[src/rtl/pipe_stage_reg.sv]
// pipe_stage_reg: one pipeline register stage with stall/bubble/flush control
// and saturating stall/bubble performance counters. All outputs are registered.
module pipe_stage_reg #(
    parameter int unsigned          PAYLOAD_W   = 81,
    parameter int unsigned          STALL_W     = 6,
    parameter int unsigned          STAGE       = 2,
    parameter logic [PAYLOAD_W-1:0] NOP_PAYLOAD = '0,
    parameter int unsigned          CNT_W       = 16
) (
    input  logic                 clk,
    input  logic                 rst,
    input  logic [STALL_W-1:0]   stall,
    input  logic                 flush,
    input  logic                 in_valid,
    input  logic [PAYLOAD_W-1:0] in_payload,
    input  logic                 in_is_in_delayslot,
    input  logic                 in_next_in_delayslot,
    input  logic                 cnt_clr,
    output logic                 out_valid,
    output logic [PAYLOAD_W-1:0] out_payload,
    output logic                 out_is_in_delayslot,
    output logic                 out_next_in_delayslot,
    output logic [CNT_W-1:0]     stall_cnt,
    output logic [CNT_W-1:0]     bubble_cnt
);

    localparam int unsigned      UP_IDX  = STAGE;
    localparam int unsigned      DN_IDX  = STAGE + 1;
    localparam logic [CNT_W-1:0] CNT_MAX = '1;

    typedef enum logic [1:0] {
        ACT_CAPTURE = 2'd0,
        ACT_HOLD    = 2'd1,
        ACT_BUBBLE  = 2'd2,
        ACT_FLUSH   = 2'd3
    } act_e;

    act_e act_c;
    logic stall_inc_c;
    logic bubble_inc_c;
    logic stall_unused;

    // Only the two stall bits around this stage matter; the rest are ignored.
    assign stall_unused = ^stall;

    // Choose this cycle's action: flush > bubble > hold > capture.
    always_comb begin
        act_c        = ACT_CAPTURE;
        stall_inc_c  = 1'b0;
        bubble_inc_c = 1'b0;
        if (flush) begin
            act_c = ACT_FLUSH;
        end else if (stall[UP_IDX]) begin
            stall_inc_c = 1'b1;
            if (stall[DN_IDX]) begin
                act_c = ACT_HOLD;
            end else begin
                act_c        = ACT_BUBBLE;
                bubble_inc_c = 1'b1;
            end
        end
    end

    // Stage register; a bubble keeps the branch loop-back flag so the
    // delay slot is still recognised when upstream resumes.
    always_ff @(posedge clk) begin
        if (rst) begin
            out_valid             <= 1'b0;
            out_payload           <= NOP_PAYLOAD;
            out_is_in_delayslot   <= 1'b0;
            out_next_in_delayslot <= 1'b0;
        end else begin
            case (act_c)
                ACT_FLUSH: begin
                    out_valid             <= 1'b0;
                    out_payload           <= NOP_PAYLOAD;
                    out_is_in_delayslot   <= 1'b0;
                    out_next_in_delayslot <= 1'b0;
                end
                ACT_BUBBLE: begin
                    out_valid           <= 1'b0;
                    out_payload         <= NOP_PAYLOAD;
                    out_is_in_delayslot <= 1'b0;
                end
                ACT_HOLD: begin
                end
                default: begin
                    out_valid             <= in_valid;
                    out_payload           <= in_payload;
                    out_is_in_delayslot   <= in_is_in_delayslot;
                    out_next_in_delayslot <= in_next_in_delayslot;
                end
            endcase
        end
    end

    // Saturating performance counters; clear wins over a same-cycle increment.
    always_ff @(posedge clk) begin
        if (rst || cnt_clr) begin
            stall_cnt  <= '0;
            bubble_cnt <= '0;
        end else begin
            if (stall_inc_c && (stall_cnt != CNT_MAX)) begin
                stall_cnt <= stall_cnt + CNT_W'(1);
            end
            if (bubble_inc_c && (bubble_cnt != CNT_MAX)) begin
                bubble_cnt <= bubble_cnt + CNT_W'(1);
            end
        end
    end

endmodule

[config.mk]
export PLATFORM = sky130hd
export DESIGN_NAME = pipe_stage_reg
export DESIGN_NICKNAME = d
export VERILOG_FILES = /design/src/rtl/pipe_stage_reg.sv
export SDC_FILE = /design/constraint.sdc
export NUM_CORES = 1
export LEC_CHECK = 0
export ABC_AREA = 1
export BUFFER_PORTS_ARGS = -buffer_cell sky130_fd_sc_hd__buf_2
export CAP_MARGIN = 20
export CELL_PAD_IN_SITES_DETAIL_PLACEMENT = 1
export CELL_PAD_IN_SITES_GLOBAL_PLACEMENT = 1
export CORE_MARGIN = 10
export CORE_UTILIZATION = 35
export CTS_BUF_LIST = sky130_fd_sc_hd__clkbuf_16
export CTS_CLUSTER_DIAMETER = 120
export DETAILED_ROUTE_END_ITERATION = 7
export GPL_TIMING_DRIVEN = 0
export PLACE_DENSITY = 0.91
export SLEW_MARGIN = 20
export SYNTH_ARGS = -nofsm -noshare
export SYNTH_HDL_FRONTEND = slang
export SYNTH_SLANG_ARGS = --single-unit
[constraint.sdc]
create_clock -name clk -period 4.7 [get_ports clk]
set_clock_uncertainty 0.15 [all_clocks]
set_input_delay 0.94 -clock clk [delete_from_list [all_inputs] [get_ports clk]]
set_output_delay 0.94 -clock clk [all_outputs]
set_load 0.02 [all_outputs]
==> results.sh <==
export IMPL_outcome="finished, final reports clean"
export IMPL_cts_tree="done"
export IMPL_antenna_found_initial=1
export IMPL_synth_top_cell_area_share_pct=46.4
export IMPL_start_util_pct=35.9
export IMPL_grt_pass1_wl_mm=30.6
export IMPL_synth_top_area_cell="dfxtp_1"
export IMPL_tns_ps=0
export IMPL_drive_gt1_share_pct=27.7
export IMPL_power_density_nw_per_um2=408
export IMPL_clk_pin_slew_worst_paths_ps=50
export IMPL_highest_layer="met5"
export IMPL_num_rows=43
export IMPL_ir_worst_vdd_mv=0.244
export IMPL_cts_resized=0
export IMPL_grt_max_degree=17
export IMPL_cts_sinks=116
export IMPL_ys_top_cells_by_area="dfxtp_1 46%, nand2_1 12%, a21oi_1 10%"
export IMPL_coreArea_um2=13900
export IMPL_synthCells=697
export IMPL_dieArea_um2=19500
export IMPL_final_antenna_net_count=0
export IMPL_p_clk_share_pct=49.4
export IMPL_synth_edf_count=0
export IMPL_worst_slew_pin_slew_ps=541
export IMPL_finish_net_count=1020
export IMPL_synth_seq_cells=116
export IMPL_drv_slew=0
export IMPL_met3WireLength_mm=1.84
export IMPL_seq_area_frac_synth_pct=46.4
export IMPL_final_cell_count_no_fill=1115
export IMPL_finalSetupViolCount=0
export IMPL_yosysMostFrequentCell="nand2_1"
export IMPL_rsz0062_at_grt="no"
export IMPL_wl_met2_mm=9.48
export IMPL_grt_overflow=0
export IMPL_port_buffers=205
export IMPL_seqPwrFrac_pct=38.0
export IMPL_fmax_ghz=0.363
export IMPL_routed_wirelength_mm=19.2
export IMPL_cp_end_kind="register"
export IMPL_final_hold_viol_count=0
export IMPL_min_period_ps=2750
export IMPL_p_int_mw=2.08
export IMPL_switching_share_pct=25.9
export IMPL_drt_pass1_iterations=4
export IMPL_netlist_cell_type_count=27
export IMPL_synth_nets=796
export IMPL_die_x_um=140
export IMPL_max_cap_violations=0
export IMPL_cp_max_fo=10
export IMPL_grt_pass1_vias=5986
export IMPL_syn_area_um2=5000
export IMPL_die_h_um=140
export IMPL_drc=0
export IMPL_synth_ff_type="dfxtp_1"
export IMPL_postCtsSetupBuffers=0
export IMPL_syn_area_per_cell_um2=7.18
export IMPL_switchingPower_uw=726
export IMPL_grt_usage_pct=19.0
export IMPL_leakage_nw=3.18
export IMPL_placed_cell_area_um2=6250
export IMPL_vias=5547
export IMPL_area_growth_syn_to_layout_pct=37.5
export IMPL_cts_buffers=17
export IMPL_yosys_top_cells_count="163 x nand2_1, 116 x dfxtp_1, 100 x a21oi_1, 86 x o21ai_0, 83 x nor2_1"
export IMPL_cp_arrival_ps=2930
export IMPL_max_clock_path_buffers=2
export IMPL_worstPathRequired_ps=4880
export IMPL_wl_per_cell_um=17.2
export IMPL_met1_length_mm=7.60
export IMPL_final_cell_area_um2=6880
export IMPL_vias_per_cell=4.97
export IMPL_yosysWarningCount=0
export IMPL_io_pins=210
export IMPL_dp_cells=1082
export IMPL_clk_insertion_delay_late_ps=410
export IMPL_async_reset_ff_share_pct=0
export IMPL_startpoint_type="input port"
export IMPL_hp_class="register to register"
export IMPL_holdBufCountCts=0
export IMPL_crit_type="input port to register"
export IMPL_fillers=1839
export IMPL_routabilityCongestion=0.825
export IMPL_period_share_pct=58.6
export IMPL_initialDrtViolationCount=180
export IMPL_cts_root_buf="clkbuf_16"
export IMPL_htree_levels=4
export IMPL_combPwrFrac_pct=12.6
export IMPL_hpwl_mm=14.5
export IMPL_max_slew_margin_pct=63.9
-- power by group through the flow --
stage / sequential, mW / combinational, mW / clock, mW
after global routing: 1.07 / 0.392 / 1.46
after detailed placement: 1.09 / 0.357 / 0
after floorplan: 1.16 / 0.130 / 0
final: 1.07 / 0.354 / 1.39
after CTS: 1.07 / 0.359 / 1.41
after global placement: 1.08 / 0.347 / 0
-- area by class of cell --
cell class,count,area (um^2),area share [%]
Antenna cell,1,2.50,0.0364
Inverter,33,124,1.80
Multi-Input combinational cell,508,2390,34.7
Clock inverter,15,198,2.87
Clock buffer,17,425,6.18
Timing Repair Buffer,205,1030,14.9
Buffer,40,169,2.45
Sequential cell,116,2320,33.8
Tap cell,180,225,3.27
-- through the flow --
stage	utilization, %	hold slack (ps)	setup WS (ps)	total power, mW
2_1_floorplan	-	377	2330	1.29
3_3_place_gp	44.9	292	1670	1.43
3_5_place_dp	44.9	303	1520	1.44
4_1_cts	49.4	312	1960	2.83
5_1_grt	49.4	330	1770	2.92
6_report	49.4	315	1950	2.81
-- routing by layer --
layer | vias up | GRT usage [%]
li1 | 2748 | -
met1 | 2608 | 19.8
met2 | 167 | 32.9
met3 | 22 | 8.85
met4 | 2 | 6.47
met5 | - | 0
-- kinds of logic (layout without fill, tap and decap cells) --
family / count (synthesis) / count (layout) / synth area share (%)
AND/OR/NAND/NOR: 311 / 311 / 27.1
buffers and inverters: 73 / 310 / 5.85
XOR/XNOR: 1 / 1 / 0.175
adder cells (fa/ha/maj): 5 / 5 / 1.25
other: 0 / 1 / 0
flip-flops: 116 / 116 / 46.4
AO/OA/AOI/OAI: 191 / 191 / 19.3
-- cells in the final DEF, fill, tap and decap left out --
cell / instances
nand3_2: 3
nor3_1: 7
xor2_1: 1
buf_1: 5
ha_1: 5
clkinv_2: 2
dfxtp_1: 116
nand3_1: 28
and3_1: 1
clkbuf_16: 17
nor2_1: 83
inv_1: 36
and2_1: 1
clkinvlp_4: 2
nand2_4: 1
buf_6: 2
a21oi_1: 100
nor2_4: 7
nand2_2: 5
nand4_4: 1
nand4_1: 7
buf_2: 208
bufinv_16: 5
nor2_2: 3
clkinv_1: 2
a21oi_2: 2
inv_2: 1
nand3b_1: 1
o21ai_1: 3
clkbuf_1: 30
o21ai_0: 86
nand2_1: 163
diode_2: 1
-- critical path, cell delays in order --
cell and delay, ps:
buf_2 130, inv_1 90, a21oi_1 200, inv_1 100, ha_1 210, nor2_1 250
buf_2 330, clkbuf_1 400, nand2_1 110, a21oi_1 170
-- flip-flops by register name (all words and copies together), names as in the netlist --
name and cells:
bubble_cnt 16, out_is_in_delayslot 1, out_payload 81, out_next_in_delayslot 1
out_valid 1, stall_cnt 16
-- final timing paths --
check,start,endpoint,slack [ps],cells after the start
worst max-delay path,stall[3],out_payload[75],1950,10
worst min-delay path,out_next_in_delayslot,out_next_in_delayslot,310,2
worst max register to register,bubble_cnt[0],bubble_cnt[4],2880,8
worst min register to register,out_next_in_delayslot,out_next_in_delayslot,310,2
(Power assumes the default switching activity.)
